**src/rtl/flash_spi_arb.sv**
```systemverilog
// Arbitrates one SPI flash between an external host (default owner) and an
// internal command engine issuing opcode/address/write/read frames.
module flash_spi_arb #(
  parameter int G_SCK_DIV = 2,
  parameter int G_GUARD   = 4
) (
  input  logic        p_in_clk,
  input  logic        p_in_rst_n,
  input  logic        p_in_start,
  input  logic [7:0]  p_in_cmd,
  input  logic [23:0] p_in_addr,
  input  logic        p_in_addr_en,
  input  logic [2:0]  p_in_wr_cnt,
  input  logic [31:0] p_in_wr_data,
  input  logic [2:0]  p_in_rd_cnt,
  output logic [31:0] p_out_rd_data,
  output logic        p_out_busy,
  output logic        p_out_done,
  output logic        p_out_err,
  input  logic        p_in_ext_cs_n,
  input  logic        p_in_ext_sck,
  input  logic        p_in_ext_mosi,
  output logic        p_out_ext_miso,
  output logic        p_out_ext_blocked,
  output logic        p_out_flash_cs_n,
  output logic        p_out_flash_sck,
  output logic        p_out_flash_mosi,
  input  logic        p_in_flash_miso
);

  typedef enum logic [2:0] {IDLE, WAIT_EXT, CS_SETUP, SHIFT, CS_HOLD, GUARD} state_t;

  state_t      state_q, state_d;
  logic [1:0]  cs_sync;
  logic        ext_cs_s;
  logic [7:0]  cnt_q;
  // worst-case frame is 96 bits, so the bit counters need 7 bits
  logic [6:0]  bit_cnt_q, tx_bits_q, total_q, tx_bits_d;
  logic [63:0] tx_sr_q;
  logic        sck_q;
  logic [31:0] rd_q;
  logic        done_q, err_q, blocked_q;
  logic        start_bad, div_end, owner_int, rise_now, fall_now;
  logic        int_cs_n, int_mosi;

  assign ext_cs_s  = cs_sync[1];
  assign start_bad = p_in_start && (p_in_wr_cnt > 3'd4 || p_in_rd_cnt > 3'd4);
  assign div_end   = (cnt_q == 8'(G_SCK_DIV - 1));
  assign owner_int = state_q inside {CS_SETUP, SHIFT, CS_HOLD, GUARD};
  assign tx_bits_d = 7'd8 + (p_in_addr_en ? 7'd24 : 7'd0) + {1'b0, p_in_wr_cnt, 3'b000};

  // SCK rises at the end of setup and at the end of every low phase except the last
  assign rise_now = (state_q == CS_SETUP && div_end) ||
                    (state_q == SHIFT && div_end && !sck_q && bit_cnt_q != total_q);
  assign fall_now = (state_q == SHIFT) && div_end && sck_q;

  always_ff @(posedge p_in_clk or negedge p_in_rst_n) begin
    if (!p_in_rst_n) cs_sync <= 2'b11;
    else             cs_sync <= {cs_sync[0], p_in_ext_cs_n};
  end

  always_ff @(posedge p_in_clk or negedge p_in_rst_n) begin
    if (!p_in_rst_n) state_q <= IDLE;
    else             state_q <= state_d;
  end

  always_comb begin
    state_d = state_q;
    case (state_q)
      IDLE:     if (p_in_start && !start_bad) state_d = WAIT_EXT;
      WAIT_EXT: if (ext_cs_s && cnt_q == 8'(G_GUARD - 1)) state_d = CS_SETUP;
      CS_SETUP: if (div_end) state_d = SHIFT;
      SHIFT:    if (div_end && !sck_q && bit_cnt_q == total_q) state_d = CS_HOLD;
      CS_HOLD:  if (div_end) state_d = GUARD;
      GUARD:    if (cnt_q == 8'(G_GUARD - 1)) state_d = IDLE;
      default:  state_d = IDLE;
    endcase
  end

  always_ff @(posedge p_in_clk or negedge p_in_rst_n) begin
    if (!p_in_rst_n) begin
      cnt_q     <= '0;
      bit_cnt_q <= '0;
      tx_bits_q <= '0;
      total_q   <= '0;
      tx_sr_q   <= '0;
      sck_q     <= 1'b0;
      rd_q      <= '0;
      done_q    <= 1'b0;
      err_q     <= 1'b0;
      blocked_q <= 1'b0;
    end else begin
      // one counter serves the ext-quiet window, SCK phases and the guard gap
      if (state_d != state_q || (state_q == WAIT_EXT && !ext_cs_s) ||
          (state_q inside {CS_SETUP, SHIFT, CS_HOLD} && div_end))
        cnt_q <= '0;
      else if (state_q != IDLE)
        cnt_q <= cnt_q + 8'd1;

      err_q  <= (state_q == IDLE) && start_bad;
      done_q <= (state_q == CS_HOLD) && (state_d == GUARD);

      if (state_q == IDLE && p_in_start && !start_bad) begin
        tx_sr_q   <= p_in_addr_en ? {p_in_cmd, p_in_addr, p_in_wr_data}
                                  : {p_in_cmd, p_in_wr_data, 24'h0};
        tx_bits_q <= tx_bits_d;
        total_q   <= tx_bits_d + {1'b0, p_in_rd_cnt, 3'b000};
        bit_cnt_q <= '0;
        rd_q      <= '0;
      end

      if (rise_now) begin
        sck_q <= 1'b1;
        if (bit_cnt_q >= tx_bits_q) rd_q <= {rd_q[30:0], p_in_flash_miso};
      end
      if (fall_now) begin
        sck_q     <= 1'b0;
        tx_sr_q   <= {tx_sr_q[62:0], 1'b0};
        bit_cnt_q <= bit_cnt_q + 7'd1;
      end

      if (owner_int && !ext_cs_s)         blocked_q <= 1'b1;
      else if (state_q == IDLE && ext_cs_s) blocked_q <= 1'b0;
    end
  end

  assign int_cs_n = !(state_q inside {CS_SETUP, SHIFT, CS_HOLD});
  assign int_mosi = (bit_cnt_q < tx_bits_q) ? tx_sr_q[63] : 1'b0;

  // reset gates the flash pins so the external path cannot select the part
  assign p_out_flash_cs_n  = !p_in_rst_n || (owner_int ? int_cs_n : p_in_ext_cs_n);
  assign p_out_flash_sck   = p_in_rst_n && (owner_int ? sck_q : p_in_ext_sck);
  assign p_out_flash_mosi  = p_in_rst_n && (owner_int ? int_mosi : p_in_ext_mosi);
  assign p_out_ext_miso    = owner_int ? 1'b1 : p_in_flash_miso;
  assign p_out_ext_blocked = blocked_q;
  assign p_out_busy        = (state_q != IDLE);
  assign p_out_done        = done_q;
  assign p_out_err         = err_q;
  assign p_out_rd_data     = rd_q;

endmodule
```
**config.mk**
```make
export PLATFORM = sky130hd
export DESIGN_NAME = flash_spi_arb
export DESIGN_NICKNAME = d
export VERILOG_FILES = /design/src/rtl/flash_spi_arb.sv
export SDC_FILE = /design/constraint.sdc
export NUM_CORES = 1
export LEC_CHECK = 0
export CELL_PAD_IN_SITES_DETAIL_PLACEMENT = 0
export CELL_PAD_IN_SITES_GLOBAL_PLACEMENT = 1
export CORE_MARGIN = 4
export CORE_UTILIZATION = 41
export CTS_CLUSTER_SIZE = 30
export DETAILED_ROUTE_END_ITERATION = 10
export PLACE_DENSITY = 0.83
export SLEW_MARGIN = 20
export SYNTH_ARGS = -nofsm -noshare
export SYNTH_HDL_FRONTEND = slang
export SYNTH_SLANG_ARGS = --single-unit
```
**constraint.sdc**
```tcl
create_clock -name p_in_clk -period 2.35 [get_ports p_in_clk]
set_input_delay 0.235 -clock p_in_clk [delete_from_list [all_inputs] [get_ports p_in_clk]]
set_output_delay 0.235 -clock p_in_clk [all_outputs]
set_load 0.05 [all_outputs]
```
==> reports/metrics.yaml, run 1 <==
place_ws_ns: -0.167
dieArea_um2: 17800
htreeDepth: 4
antennaDiodeCount: 0
yosys_warnings: 0
synthCells: 610
fin_nets: 845
min_period_ns: 2.28
clk_pin_slew_ns: 0.06
maxCapViolations: 0
cts_max_path_buffers: 2
ant_nets: 0
drc: 0
synth_nets: 706
async_flop_share_pct: 100
synthMuxAreaShare_pct: 10.6
antenna_found_initial: 0
worst_slack_ns: 0.0686
drt_wl_total_um: 15800
grt_pass1_wl_um: 26200
grt_pass1_vias: 5185
cts-root-buf: "clkbuf_16"
hpwlAfterDp_um: 10600
rsz0062_at_grt: "true"
finClkSkew_ns: 0.00578
crit_type: "flop to output pin"
avgSynthCellArea_um2: 10.6
dpl_cell_area_um2: 8050
layout-drive-gt1-share_pct: 13.4
die_w_um: 133
area_growth_pct: 35.9
p_per_area_nw_per_um2: 1270
syn_area_um2: 6450
grt_max_degree: 99
first_pass_iters: 6
synth_xor_area_share_pct: 1.76
cts_sinks: 128
synth_fa_ha_area_share_pct: 3.72
synth_compound_area_share_pct: 14.3
worst_pin_slew_ns: 0.701
cp.arrival_ns: 2.05
end_kind: "output pin"
final_area_um2: 8770
hold_class: "input pin to flop"
start_util_pct: 42.1
holdWs_ns: 0.259
numPortBuffers: 117
vias: 5138
required_ns: 2.12
totalPowerFinal_mw: 11.2
finalCritPeriodShare_pct: 97.1
avgRoutedWirePerCell_um: 16.2
setup_viol: 0
start_kind: "flop"
ir_drop_uv: 956
worstPathMaxFanout: 2
synthDistinctLibCells: 53
clock_latency_ns: 0.41
synth_top_family_by_area: "compound AO/OA/AOI/OAI gates"
grt-ovfl-total: 0
row_count: 45
synth-seq-cells: 128
slew_violations: 0
synth_edf_count: 0
core_area_um2: 15300
die_y_um: 133
yosys.area_share.simple_pct: 13.7
status: "finished, final reports clean"
cts_tree: "yes"
viasPerCell: 5.28
ys.flop_type: "dfrtp_1"
ios: 118
ys_seq_area_share_pct: 49.7
fmax_mhz: 438
power.leakage_nw: 4.15
slew_headroom_pct: 53.2
cts-buffers-inserted: 17
gp_congestion: 0.828
drt-initial-drc-count: 406
finalHoldViolCount: 0
grtUsageTotal_pct: 18.0
[cell type report]
class | instances | area, um^2
fillers | 1312 | 6550
flip-flops and latches | 128 | 3210
multi-input cells | 387 | 2950
repair buffers | 160 | 1560
clock buffers | 22 | 464
well taps | 211 | 264
inverters | 55 | 206
clock inverters | 10 | 111
[through the flow]
stage	util [%]	std cells	TNS, ns
3_3_place_gp	52.4	931	-3.70
2_1_floorplan	-	610	0
4_1_cts	56.7	969	0
5_1_grt	57.3	973	-0.0245
6_report	57.3	973	0
3_5_place_dp	52.5	932	-0.314
[where the power goes]
group / internal [mW] / total, mW / switching, mW
registers: 3.15 / 3.84 / 0.685
logic: 2.05 / 4.77 / 2.72
clock network: 1.61 / 2.57 / 0.960
[cells in the final DEF, fill, tap and decap left out, types with 3 or more instances in the layout]
cell type        netlist  layout
a21oi_1                7       7
a221o_1               56      56
a22oi_1                9       8
and3_1                25      25
buf_12                 0       7
buf_4                  1      41
clkbuf_1              21       3
clkbuf_16              0      17
clkdlybuf4s50_1        0     110
clkinv_2               0       4
clkinvlp_4             0       3
dfrtp_1              126     125
ha_1                  16      12
ha_4                   0       3
inv_1                 55      53
mux2i_1               67      67
nand2_1               58      58
nand2b_1               5       5
nand3_1                4       4
nand4_1                7       7
nor2_1                39      38
nor2b_1                6       6
nor3_1                11      10
nor3b_1                5       5
o21ai_0               22      20
xnor2_1                8       8
xor2_1                 5       5
[per-layer routing]
layer / vias to the layer above / GRT usage (%) / share of wire, %
met5: - / 0 / 0
met4: 0 / 5.03 / 0.83
met3: 11 / 4.46 / 3.7
met2: 84 / 28.1 / 49
met1: 2579 / 25.2 / 47
li1: 2464 / - / -
[kinds of logic after synthesis]
logic type,after synthesis
buffers and inverters,95
DFF,128
AOI/OAI and AO/OA,112
adders and majority gates,18
xor gates and xnor gates,13
muxes,68
and+or+nand+nor,176
[sequential cells by signal, indices dropped and copies added (netlist names)]
signal	flops
p_out_err	1
total_q	4
tx_sr_q	64
p_out_rd_data	32
bit_cnt_q	7
sck_q	1
p_out_done	1
cs_sync	2
cnt_q	8
tx_bits_q	4
p_out_ext_blocked	1
state_q	3
[what timing repair did]
action | in CTS | in global routing
setup endpoints to repair | 1 | 1
endpoints found under the hold margin | 28 | 0
hold buffers | 1 | 0
setup buffers | 4 | 4
pin swaps | 2 | 7
resized for setup | 6 | 11
[Yosys cell counts, drive strengths merged (5+ instances only)]
| cell | instances | area share [%] |
|---|---|---|
| dfrtp | 126 | 49 |
| mux2i | 67 | 10 |
| nand2 | 58 | 3.4 |
| a221o | 56 | 8.7 |
| inv | 55 | 3.2 |
| nor2 | 39 | 2.3 |
| and3 | 25 | 2.4 |
| o21ai | 22 | 1.7 |
| clkbuf | 21 | 1.2 |
| buf | 19 | 1.9 |
| ha | 16 | 3.1 |
| nor3 | 12 | 1.1 |
| a22oi | 9 | 1.0 |
| xnor2 | 8 | 1.1 |
| a21oi | 7 | 0.54 |
| nand4 | 7 | 0.68 |
| nor2b | 6 | 0.58 |
| nand2b | 5 | 0.48 |
| nor3b | 5 | 0.58 |
| xor2 | 5 | 0.68 |
[worst paths after layout]
path / startpoint / endpoint / slack, ns / cells after the start
min in group asynchronous: p_in_rst_n / p_out_rd_data[2] / 0.32 / 2
worst max register to register: cnt_q[1] / bit_cnt_q[3] / 0.28 / 8
worst min-delay path: p_in_ext_cs_n / cs_sync[0] / 0.26 / 1
worst max-delay path: tx_bits_q[3] / p_out_flash_mosi / 0.07 / 7
worst min register to register: cs_sync[0] / cs_sync[1] / 0.36 / 0
max in group asynchronous: p_in_rst_n / bit_cnt_q[4] / 1.16 / 3
[worst max-delay path: stages (launching register included)]
cell      delay, ns
dfrtp_1        0.37
inv_2          0.08
ha_4           0.21
o21ai_4        0.14
a22oi_2        0.11
or3_4          0.39
a21boi_4       0.18
buf_12         0.15
Note: power is estimated with default switching activity, not from simulation.
==> run 2: changes to the inputs <==
--- a/config.mk
+++ b/config.mk
@@ -12,6 +12,7 @@
 export CTS_CLUSTER_SIZE = 30
 export DETAILED_ROUTE_END_ITERATION = 10
 export PLACE_DENSITY = 0.83
+export SKIP_CTS_REPAIR_TIMING = 1
 export SLEW_MARGIN = 20
 export SYNTH_ARGS = -nofsm -noshare
 export SYNTH_HDL_FRONTEND = slang
==> run 2 against run 1 <==
Net effect: utilization up 0.098 points; global-route usage down 0.064 points; first-iteration DRC count up 6.9%; setup slack better by 0.0077 ns; clock power about the same; critical path depth unchanged; fmax up 0.34%; die area unchanged; critical endpoint unchanged; wire length about the same; sequential power about the same; clock-buffer cell count unchanged; sequential cell count unchanged.
==> reports/metrics.yaml, run 2 (synthesis gave the netlist of run 1 again) <==
status: "finished, final reports clean"
final_cell_mix: "dfrtp_1, clkdlybuf4s50_1, mux2i_1"
die_w_um: 133
fin_nets: 847
finalHoldViolCount: 0
clock_latency_ns: 0.42
gp_congestion: 0.828
dpl_cell_area_um2: 8050
ant_nets: 0
fin_cells: 975
crit_type: "flop to output pin"
fmax_mhz: 440
max_flop_register: "tx_sr_q"
finClkSkew_ns: 0.00655
largest_reg_flops: 64
drt_wl_total_um: 15800
regToRegSetupSlack_ns: 0.26
antennaDiodeCount: 0
setup_tns_ns: 0
hold_class: "input pin to flop"
fillCellCount: 1302
numPortBuffers: 117
layout-drive-gt1-share_pct: 13.6
hpwlAfterDp_um: 10600
r2r-end: "bit_cnt_q[3]"
worst_slack_ns: 0.0763
slew_headroom_pct: 52.6
setup_viol: 0
grtUsageTotal_pct: 18.0
row_count: 45
first_pass_iters: 5
ios: 118
p_per_area_nw_per_um2: 1270
worstPathMaxFanout: 2
grt-ovfl-total: 0
grt_pass1_wl_um: 26100
power.leakage_nw: 4.16
worst_pin_slew_ns: 0.710
final_area_um2: 8780
avgRoutedWirePerCell_um: 16.2
finalCritPeriodShare_pct: 96.8
cts-buffers-inserted: 17
die_y_um: 133
cts-root-buf: "clkbuf_16"
cts_sinks: 128
cts_tree: "yes"
start_util_pct: 42.1
rr_worst_depth: 8
hold_path_end: "cs_sync[0]"
antenna_found_initial: 0
maxCapViolations: 0
slew_violations: 0
place_ws_ns: -0.167
grt_pass1_vias: 5161
cpPeakStageDelay_ns: 0.37
dieArea_um2: 17800
required_ns: 2.12
start_kind: "flop"
end_kind: "output pin"
path_cells: "inv_2, ha_4, o21ai_4, a22oi_2, or3_1, a21boi_2, buf_12"
vias: 5161
min_from: "p_in_ext_cs_n"
htreeDepth: 4
crit_slowest_cell: "dfrtp_1"
ir_drop_uv: 948
grt_max_degree: 99
core_area_um2: 15300
area_growth_pct: 36.1
drt-initial-drc-count: 434
r2r_start: "cnt_q[1]"
rsz0062_at_grt: "true"
min_period_ns: 2.27
dp.cells: 932
drc: 0
worst_hold_path.num_cells: 1
final_common_cell: "dfrtp_1"
cp.arrival_ns: 2.04
cts_max_path_buffers: 2
clk_pin_slew_ns: 0.06
viasPerCell: 5.29
-- run 2: layer usage --
metal | part of all wire, % | GRT usage (%)
met2 | 49 | 28.0
met1 | 46 | 25.2
met3 | 4.5 | 4.46
met4 | 0.83 | 5.03
met5 | 0 | 0
-- run 2: cell type report --
cell class	instances	area (um^2)	area share [%]
clock inverters	10	111	1.27
clock buffers	22	464	5.28
flip-flops and latches	128	3210	36.5
well taps	211	264	3.01
inverters	55	206	2.35
multi-input cells	387	2940	33.4
repair buffers	162	1590	18.1
-- run 2: metrics by stage --
stage / hold WS [ns] / power [mW] / utilization [%]
after global placement: 0.222 / 8.23 / 52.4
after global routing: 0.246 / 11.8 / 57.4
after detailed placement: 0.232 / 8.39 / 52.5
after CTS: -0.221 / 11.0 / 56.3
final: 0.261 / 11.2 / 57.4
after floorplan: -0.0606 / 6.71 / -
-- run 2: report_power, final --
part           leakage, nW  internal [mW]  total [mW]  switching (mW)
combinational         2.22           2.04        4.75            2.70
sequential            1.67           3.15        3.84           0.686
clock                0.276           1.61        2.57           0.957
-- run 2: worst max-delay path, delay by kind of cell, from the launching register on --
| kind | cells | cell delay (ns) |
|---|---|---|
| simple gates | 1 | 0.37 |
| fa+ha+maj | 1 | 0.21 |
| buf+inv | 2 | 0.24 |
| compound gates | 3 | 0.45 |
| flops | 1 | 0.37 |
-- run 2: how the worst max path moves through the flow --
stage | slack, ns | startpoint | end | depth (start not counted)
5_1_grt | -0.04 | tx_bits_q[3] | p_out_flash_mosi | 7
2_1_floorplan | 0.02 | p_in_addr_en | total_q[6] | 11
6_report | 0.08 | tx_bits_q[3] | p_out_flash_mosi | 7
4_1_cts | -0.11 | bit_cnt_q[4] | p_out_flash_mosi | 6
3_5_place_dp | -0.17 | p_in_wr_cnt[1] | total_q[6] | 8
3_3_place_gp | -0.12 | p_in_wr_cnt[1] | bit_cnt_q[2] | 6
==> run 3: changes to the inputs <==
--- a/config.mk
+++ b/config.mk
@@ -11,6 +11,7 @@
 export CORE_UTILIZATION = 41
 export CTS_CLUSTER_SIZE = 30
 export DETAILED_ROUTE_END_ITERATION = 10
+export HOLD_SLACK_MARGIN = 0.08
 export PLACE_DENSITY = 0.83
 export SKIP_CTS_REPAIR_TIMING = 1
 export SLEW_MARGIN = 20
==> results of run 3 <==
Final layout, timing and power as in run 2 (identical DEF).
